--- src/rtl/code_loader_if.sv ---
// Byte-stream input and code-RAM write port bundle for code_loader.
// master = loader side, slave = byte source / code RAM / processor side.
interface code_loader_if #(
   parameter int ADDR_SIZE = 18,
   parameter int WORD_SIZE = 18
);
   logic [7:0]           rx_data;
   logic                 rx_valid;
   logic                 rx_ready;
   logic                 code_we;
   logic [ADDR_SIZE-1:0] code_addr;
   logic [WORD_SIZE-1:0] code_din;
   logic                 processor_reset;
   logic                 done;
   logic                 error;

   modport master (
      input  rx_data, rx_valid,
      output rx_ready, code_we, code_addr, code_din, processor_reset, done, error
   );

   modport slave (
      output rx_data, rx_valid,
      input  rx_ready, code_we, code_addr, code_din, processor_reset, done, error
   );
endinterface

--- src/rtl/code_loader.sv ---
// Framed byte-stream loader: A5, count_lo, count_hi, then 3-byte words written to code RAM.
// Define CODE_LOADER_CHECKSUM_EN to require a trailing XOR checksum byte before release.
module code_loader #(
   parameter int ADDR_SIZE = 18,
   parameter int WORD_SIZE = 18,
   parameter int MEM_SIZE  = 1024
) (
   input  logic          clock,
   input  logic          reset,
   code_loader_if.master bus
);
   localparam logic [7:0] SYNC_BYTE = 8'hA5;

   typedef enum logic [3:0] {
      IDLE, CNT_LO, CNT_HI, B0, B1, B2, CSUM, DONE, ERR
   } state_t;

   state_t               state_reg;
   logic [15:0]          count_reg;
   logic [15:0]          word_cnt_reg;
   logic [7:0]           b0_reg;
   logic [7:0]           b1_reg;
   logic                 code_we_reg;
   logic [ADDR_SIZE-1:0] code_addr_reg;
   logic [WORD_SIZE-1:0] code_din_reg;
   logic                 processor_reset_reg;
   logic                 done_reg;
   logic                 error_reg;

   logic [7:0]  rx;
   logic        is_sync;
   logic [15:0] count_full;

   assign rx         = bus.rx_data;
   assign is_sync    = (rx == SYNC_BYTE);
   assign count_full = {rx, count_reg[7:0]};

`ifdef CODE_LOADER_CHECKSUM_EN
   logic [7:0] csum_reg;

   // Running XOR starts fresh with count_lo, so the sync byte never contributes.
   always_ff @(posedge clock) begin
      if (reset) begin
         csum_reg <= 8'h00;
      end else if (bus.rx_valid) begin
         case (state_reg)
            CNT_LO:             csum_reg <= rx;
            CNT_HI, B0, B1, B2: csum_reg <= csum_reg ^ rx;
            default: ;
         endcase
      end
   end
`endif

   always_ff @(posedge clock) begin
      if (reset) begin
         state_reg           <= IDLE;
         count_reg           <= '0;
         word_cnt_reg        <= '0;
         b0_reg              <= '0;
         b1_reg              <= '0;
         code_we_reg         <= 1'b0;
         code_addr_reg       <= '0;
         code_din_reg        <= '0;
         processor_reset_reg <= 1'b1;
         done_reg            <= 1'b0;
         error_reg           <= 1'b0;
      end else begin
         code_we_reg <= 1'b0;
         if (bus.rx_valid) begin
            case (state_reg)
               IDLE: begin
                  if (is_sync) state_reg <= CNT_LO;
               end
               CNT_LO: begin
                  count_reg[7:0] <= rx;
                  state_reg      <= CNT_HI;
               end
               CNT_HI: begin
                  count_reg    <= count_full;
                  word_cnt_reg <= '0;
                  if (count_full == 16'd0 || 32'(count_full) > MEM_SIZE) begin
                     state_reg <= ERR;
                     error_reg <= 1'b1;
                  end else begin
                     state_reg <= B0;
                  end
               end
               B0: begin
                  b0_reg    <= rx;
                  state_reg <= B1;
               end
               B1: begin
                  b1_reg    <= rx;
                  state_reg <= B2;
               end
               B2: begin
                  if (rx[7:2] != 6'd0) begin
                     state_reg <= ERR;
                     error_reg <= 1'b1;
                  end else begin
                     code_we_reg   <= 1'b1;
                     code_addr_reg <= ADDR_SIZE'(word_cnt_reg);
                     code_din_reg  <= WORD_SIZE'({rx[1:0], b1_reg, b0_reg});
                     word_cnt_reg  <= word_cnt_reg + 16'd1;
                     if (word_cnt_reg == count_reg - 16'd1) begin
`ifdef CODE_LOADER_CHECKSUM_EN
                        state_reg <= CSUM;
`else
                        state_reg           <= DONE;
                        done_reg            <= 1'b1;
                        processor_reset_reg <= 1'b0;
`endif
                     end else begin
                        state_reg <= B0;
                     end
                  end
               end
`ifdef CODE_LOADER_CHECKSUM_EN
               CSUM: begin
                  if (rx == csum_reg) begin
                     state_reg           <= DONE;
                     done_reg            <= 1'b1;
                     processor_reset_reg <= 1'b0;
                  end else begin
                     state_reg <= ERR;
                     error_reg <= 1'b1;
                  end
               end
`endif
               DONE: begin
                  // A new sync re-arms the loader and puts the processor back in reset.
                  if (is_sync) begin
                     state_reg           <= CNT_LO;
                     done_reg            <= 1'b0;
                     processor_reset_reg <= 1'b1;
                  end
               end
               ERR: begin
                  if (is_sync) begin
                     state_reg <= CNT_LO;
                     error_reg <= 1'b0;
                  end
               end
               default: state_reg <= IDLE;
            endcase
         end
      end
   end

   assign bus.rx_ready        = 1'b1;
   assign bus.code_we         = code_we_reg;
   assign bus.code_addr       = code_addr_reg;
   assign bus.code_din        = code_din_reg;
   assign bus.processor_reset = processor_reset_reg;
   assign bus.done            = done_reg;
   assign bus.error           = error_reg;
endmodule

--- src/flat_wrapper.sv ---
// flat-port wrapper written by rule: the top's interface ports become plain ports
module code_loader_flat 
#(
   parameter int ADDR_SIZE = 18,
   parameter int WORD_SIZE = 18,
   parameter int MEM_SIZE  = 1024
)
  (clock, reset, bus_rx_data, bus_rx_valid, bus_rx_ready, bus_code_we, bus_code_addr, bus_code_din, bus_processor_reset, bus_done, bus_error);
  code_loader_if #(.ADDR_SIZE(ADDR_SIZE), .WORD_SIZE(WORD_SIZE)) bus_i ();
  input  logic clock;
  input  logic reset;
  input wire logic [$bits(bus_i.rx_data)-1:0] bus_rx_data;
  input wire logic [$bits(bus_i.rx_valid)-1:0] bus_rx_valid;
  output wire logic [$bits(bus_i.rx_ready)-1:0] bus_rx_ready;
  output wire logic [$bits(bus_i.code_we)-1:0] bus_code_we;
  output wire logic [$bits(bus_i.code_addr)-1:0] bus_code_addr;
  output wire logic [$bits(bus_i.code_din)-1:0] bus_code_din;
  output wire logic [$bits(bus_i.processor_reset)-1:0] bus_processor_reset;
  output wire logic [$bits(bus_i.done)-1:0] bus_done;
  output wire logic [$bits(bus_i.error)-1:0] bus_error;
  assign bus_i.rx_data = bus_rx_data;
  assign bus_i.rx_valid = bus_rx_valid;
  assign bus_rx_ready = bus_i.rx_ready;
  assign bus_code_we = bus_i.code_we;
  assign bus_code_addr = bus_i.code_addr;
  assign bus_code_din = bus_i.code_din;
  assign bus_processor_reset = bus_i.processor_reset;
  assign bus_done = bus_i.done;
  assign bus_error = bus_i.error;
  code_loader #(.ADDR_SIZE(ADDR_SIZE), .WORD_SIZE(WORD_SIZE), .MEM_SIZE(MEM_SIZE)) u_core (.clock(clock), .reset(reset), .bus(bus_i));
endmodule
--- config.mk ---
export PLATFORM = sky130hd
export DESIGN_NAME = code_loader_flat
export DESIGN_NICKNAME = d
export VERILOG_FILES = /design/src/rtl/code_loader_if.sv /design/src/rtl/code_loader.sv /design/src/flat_wrapper.sv
export SDC_FILE = /design/constraint.sdc
export NUM_CORES = 1
export LEC_CHECK = 0
export ABC_AREA = 1
export CORE_MARGIN = 2
export CORE_UTILIZATION = 55
export DETAILED_ROUTE_END_ITERATION = 8
export DONT_BUFFER_PORTS = 1
export MAX_ROUTING_LAYER = met4
export PLACE_DENSITY = 0.78
export SLEW_MARGIN = 20
export SYNTH_ARGS = -nofsm -noshare
export SYNTH_HDL_FRONTEND = slang
export SYNTH_SLANG_ARGS = --single-unit
--- constraint.sdc ---
create_clock -name clock -period 3.5 [get_ports clock]
set_input_delay 1.05 -clock clock [delete_from_list [all_inputs] [get_ports clock]]
set_output_delay 1.05 -clock clock [all_outputs]
set_load 0.02 [all_outputs]
* After elaboration in Yosys (flattened, before gate mapping)
Index checks and enable logic that the tools add are counted.
** Word-level totals
- Output and inout bits :: 41
- Bits of input ports :: 11
- Word-level logic and storage cells :: 71
- Flip-flop bits (word level) :: 90
** Cells by class
- Bitwise logic cells :: 3
- Multiplexer cells :: 19
- Add/subtract/negate cells :: 2
- Order comparisons :: 1
- Reduce and logical (&&, ||, !) cells :: 18
- Equal/unequal tests :: 16
** Operators with widths (count)
- 16-bit one-hot mux with 2 select lines :: 1
- 4-bit one-hot mux with 6 select lines :: 1
- 16-bit by 1-bit adder with 16-bit output (second input constant) :: 1
- 16-bit == test :: 1
- 16-bit by 11-bit greater-than comparator with 1-bit output (second input constant) :: 1
- 16-bit zero test :: 1
- 16-bit two-way mux :: 1
- 16-bit by 1-bit subtractor with 16-bit output (second input constant) :: 1
- 4-bit by 3-bit == test with 1-bit output (second input constant) :: 3
- 4-bit two-way mux :: 3
- 2-bit by 1-bit != test with 1-bit output (second input constant) :: 6
- 2-bit AND reduction :: 5
- 5-bit AND reduction :: 2
- 1-bit two-way mux :: 9
- 4-bit by 2-bit == test with 1-bit output (second input constant) :: 2
- 8-bit == test (second input constant) :: 1
- 3-bit AND reduction :: 2
- 6-bit nonzero test :: 1
- 3-bit OR reduction :: 2
- 4-bit by 1-bit == test with 1-bit output (second input constant) :: 1
- 4-bit == test (second input constant) :: 1
- 4-bit zero test :: 1
- 1-bit one-hot mux with 2 select lines :: 2
- 2-bit nonzero test :: 2
- other kinds (6) :: 8

* Longest topological paths before layout
- Depth in word-level cells :: 5
- Mapped depth :: 16
- Mapped depth without buffers :: 16

* Worst setup path after synthesis
Ideal clock, no wire load.
- Path type :: input port to flip-flop
- Start point :: in bus_rx_data[3]
- End point :: reg u_core.word_cnt_reg[12]
- Setup slack :: 1.170 ns
- Stages :: 12
- Data required time :: 3.381 ns
- Library setup time :: 0.119 ns
- Path buffers :: 0
- Arrival time :: 2.212 ns
- Cells stage by stage :: inv_1 > nand2_1 > nor2_2 > nand2_4 > nand2_2 > nand2_4 > nor3_4 > nand4_4 > nor2_4 > nand2_1 > nand2_1 > a21oi_2
** Between the ends
- Cells in the longest elaborated chain, start to end :: 3
** Ends and longest elaborated chain
- from (decl) :: RTL line flat_wrapper.sv:12 : input wire logic [$bits(bus_i.rx_data)-1:0] bus_rx_data;
- 6-bit nonzero test :: RTL line code_loader.sv:98 : if (rx[7:2] != 6'd0) begin
- 2-bit != test (no line)
- 3-bit AND reduction (no line)
- to (signal assigned) :: RTL line code_loader.sv:105 : word_cnt_reg <= word_cnt_reg + 16'd1;
- to (decl) :: RTL line code_loader.sv:20 : logic [15:0] word_cnt_reg;
No other way between the ends.
A chain may end at the register's enable or synchronous reset.

* Worst setup path after layout
- Start point :: in bus_rx_data[3]
- End point :: reg u_core.code_addr_reg[11] (netlist: u_core.bus.code_addr[11])
** Between the ends
- Cells in the longest elaborated chain, start to end :: 3
** Ends and longest elaborated chain
- 6-bit nonzero test :: RTL line code_loader.sv:98
- 1-bit inverter (no line)
- 3-bit AND reduction (no line)
- to (signal assigned) :: RTL line code_loader.sv:103 : code_addr_reg <= ADDR_SIZE'(word_cnt_reg);
- to (decl) :: RTL line code_loader.sv:24 : logic [ADDR_SIZE-1:0] code_addr_reg;
No other way between the ends.

==> qor.json <==
{
  "timing.critical_path.from_type": {"value": "input port"},
  "clk_pin_slew_worst_paths": {"value": 0.10, "unit": "ns"},
  "cp_top_family": {"value": "simple AND/OR/NAND/NOR gates"},
  "final_nets": {"value": 626},
  "max-slew-margin-rel": {"value": 0.426},
  "grt_usage": {"value": 0.251},
  "crit_path_end_kind": {"value": "flip-flop"},
  "global_route_wire_length_before_repair": {"value": 16900, "unit": "microns"},
  "p_int": {"value": 1.31, "unit": "mW"},
  "vdd.ir_drop.worst": {"value": 0.177, "unit": "mV"},
  "area_delta_synth_final": {"value": 5.64, "unit": "%"},
  "worst_slew_pin_tran": {"value": 0.857, "unit": "ns"},
  "routabilityCongestion": {"value": 0.956},
  "mappedNetlistArea": {"value": 4320, "unit": "sq um"},
  "die_w": {"value": 92.7, "unit": "microns"},
  "power.clock.fraction": {"value": 0.391},
  "gr-total-overflow": {"value": 0},
  "detail_route.vias_per_cell": {"value": 5.47},
  "io_buffer_count": {"value": 0},
  "timing.max_cap.violations": {"value": 0},
  "synth-seq-cells": {"value": 90},
  "worst-r2r-setup-slack": {"value": 1.33, "unit": "ns"},
  "reg2reg_to": {"value": "u_core.bus.code_addr[11]$_SDFFE_PP0P_"},
  "ctsHoldBuffers": {"value": 0},
  "seq_power_share": {"value": 0.580},
  "synth_warnings": {"value": 0},
  "detailed_place_hpwl": {"value": 7450, "unit": "microns"},
  "post_route_cells_drive_above_1_share": {"value": 0.0631},
  "worstPathMaxFanout": {"value": 60},
  "power.switching": {"value": 454, "unit": "uW"},
  "critical_path_class": {"value": "input port to flip-flop"},
  "fin_worst_skew": {"value": 0.0103, "unit": "ns"},
  "cp-endpoint": {"value": "u_core.bus.code_addr[11]$_SDFFE_PP0P_"},
  "antenna_found_initial": {"value": 0},
  "finalSetupViolCount": {"value": 0},
  "combinational_cell_fraction_of_total_power": {"value": 0.029},
  "vias_in_the_first_global_route": {"value": 3580},
  "crit_path_top_delay_cell": {"value": "nand2_2"},
  "route.detailed.wl_per_inst": {"value": 13.9, "unit": "microns"},
  "critical_path_depth": {"value": 8},
  "timing.final.crit_period": {"value": 2.43, "unit": "ns"},
  "worst_path_most_repeated_cell": {"value": "inv_1"},
  "post_cts_resized": {"value": 0},
  "most_common_library_cell_in_the_layout_ignoring_fill_and_taps": {"value": "inv_1"},
  "synth_cells": {"value": 622},
  "vias": {"value": 3936},
  "whs": {"value": 0.447, "unit": "ns"},
  "initialDrtViolationCount": {"value": 347},
  "clock_latency": {"value": 0.37, "unit": "ns"},
  "drt_first_pass_iters": {"value": 5},
  "largest_reg_flops": {"value": 18},
  "totalNegativeSetupSlack": {"value": 0, "unit": "ns"},
  "pin_count_of_the_biggest_net_entering_global_routing": {"value": 61},
  "drtAntennaViolNets": {"value": 0},
  "core.rowCount": {"value": 32},
  "layout.cells.most_common_list": {"value": "104 x inv_1, 93 x nand2_1, 90 x dfxtp_1"},
  "initial_utilization": {"value": 0.562},
  "power.switching_fraction": {"value": 0.257},
  "cp.arrival": {"value": 2.66, "unit": "ns"},
  "ctsLongestPathBuffers": {"value": 2},
  "crit_required": {"value": 3.73, "unit": "ns"},
  "worstPathCellList": {"value": "inv_1, nand2_1, nor2_2, nand2_4, inv_1, nand2_2, o21ai_0, a21oi_1"},
  "min-delay-path-class": {"value": "flip-flop to flip-flop"},
  "number_of_diodes": {"value": 0},
  "root_buffer": {"value": "clkbuf_8"},
  "path_buf_inv": {"value": 2},
  "ff2ff_path_depth": {"value": 9},
  "routed_wl": {"value": 9990, "unit": "microns"},
  "worstSetupStartpoint": {"value": "bus_rx_data[3]"},
  "tritoncts_clock_tree": {"value": "yes"},
  "placeableCoreArea": {"value": 7690, "unit": "sq um"},
  "synthesis.area_per_instance": {"value": 6.95, "unit": "sq um"},
  "p_per_area": {"value": 386, "unit": "nW/um^2"},
  "htree_levels": {"value": 3},
  "final_hold_viol_count": {"value": 0},
  "regToRegStartpoint": {"value": "u_core.state_reg[2]$_SDFFE_PP0P_"},
  "run_status": {"value": "completed"},
  "die_area": {"value": 8590, "unit": "sq um"},
  "leakage": {"value": 1.91, "unit": "nW"},
  "io_pins": {"value": 52},
  "post-route-period-util": {"value": 0.694},
  "hp-start": {"value": "u_core.b0_reg[1]$_SDFFE_PP0P_"},
  "numClockSinks": {"value": 90},
  "cts_inserted_buffers": {"value": 9},
  "nFillCells": {"value": 689},
  "number_of_buffers_inserted_by_post_cts_setup_repair": {"value": 0},
  "vertical_extent_of_the_die": {"value": 92.7, "unit": "microns"},
  "drc_markers": {"value": 0},
  "grt_setup_unrepaired": {"value": "false"},
  "post_synth_num_cell_types": {"value": 37},
  "drv_slew": {"value": 0},
  "slowest_delay": {"value": 0.49, "unit": "ns"},
  "fmax": {"value": 0.412, "unit": "GHz"},
  "ys_seq_area_frac": {"value": 0.417}
}
-- layout make-up --
| type | instances | area (sq um) | area share |
|---|---|---|---|
| clock inverters | 7 | 67.6 | 0.0148 |
| well taps | 102 | 128 | 0.0279 |
| repair buffers | 4 | 30.0 | 0.00657 |
| multi-input cells | 401 | 2010 | 0.441 |
| clock buffers | 9 | 124 | 0.0271 |
| inverters | 107 | 403 | 0.0882 |
| flip-flops and latches | 90 | 1800 | 0.394 |
-- kinds of logic after synthesis --
group / Yosys count / synth area share
adder cells (fa/ha/maj): 2 / 0.00579
flip-flops: 90 / 0.417
AND/OR/NAND/NOR: 214 / 0.229
buffers and inverters: 132 / 0.119
other: 2 / 0.00174
AO/OA/AOI/OAI: 168 / 0.199
XOR/XNOR: 14 / 0.0284
-- per-stage QoR --
step | worst slack [ns] | utilization | power (mW) | cells | instance area (sq um)
finish | 1.07 | 0.594 | 1.76 | 720 | 4570
CTS | 1.10 | 0.594 | 1.78 | 720 | 4570
detailed placement | 0.704 | 0.569 | 1.10 | 704 | 4380
global placement | 0.832 | 0.569 | 1.10 | 704 | 4380
global route | 0.846 | 0.594 | 1.82 | 720 | 4570
floorplan | 1.17 | - | 1.09 | 623 | 4330
-- power by group through the flow --
| stage | Sequential, mW | Combinational [mW] | Clock [mW] |
|---|---|---|---|
| final | 1.02 | 0.0508 | 0.690 |
| after global routing | 1.02 | 0.0585 | 0.739 |
| after CTS | 1.02 | 0.0507 | 0.700 |
| after detailed placement | 1.05 | 0.0505 | 0 |
| after global placement | 1.05 | 0.0497 | 0 |
| after floorplan | 1.05 | 0.0466 | 0 |
-- worst register-to-register path: stages, from the launching register on --
cell and delay [ns]:
dfxtp_1 0.40, inv_2 0.07, nor2_4 0.11, nand2_4 0.08, nor2_8 0.17, nand2_4 0.07, inv_1 0.14, nand2_2 0.49
o21ai_0 0.44, a21oi_1 0.07
-- metal layers --
layer / up-vias / global-route usage / wire length [microns]
met4: 0 / 0.0809 / 125
met5: - / - / 0
met1: 1804 / 0.329 / 4510
met3: 16 / 0.0602 / 807
met2: 138 / 0.386 / 4550
li1: 1978 / - / -
-- synth_stat cells (all sizes together) --
library cell,n,area share
xnor2,6,0.012
and2,2,0.0029
nor4,3,0.0043
nor2,57,0.058
clkinv,1,0.0012
nor3,11,0.015
nand3,31,0.036
dfxtp,90,0.42
o21ai,75,0.087
conb,2,0.0017
a211oi,3,0.0052
or3,1,0.0014
or2,1,0.0014
clkbuf,19,0.016
a221oi,1,0.0020
ha,2,0.0058
nand2,99,0.092
nand3b,2,0.0043
a21oi,87,0.10
inv,106,0.092
o221ai,1,0.0020
buf,6,0.0093
xor2,8,0.016
nand4,7,0.014
o22ai,1,0.0014
-- worst min path at each step --
stage	end	slack, ns	depth (start not counted)
floorplan	u_core.b0_reg[0]$_SDFFE_PP0P_	0.42	2
global placement	u_core.b0_reg[1]$_SDFFE_PP0P_	0.43	2
detailed placement	u_core.b0_reg[1]$_SDFFE_PP0P_	0.43	2
CTS	u_core.b0_reg[1]$_SDFFE_PP0P_	0.45	2
global route	u_core.b0_reg[5]$_SDFFE_PP0P_	0.47	2
finish	u_core.b0_reg[1]$_SDFFE_PP0P_	0.45	2
No activity file was read; power rests on OpenSTA's default activity.
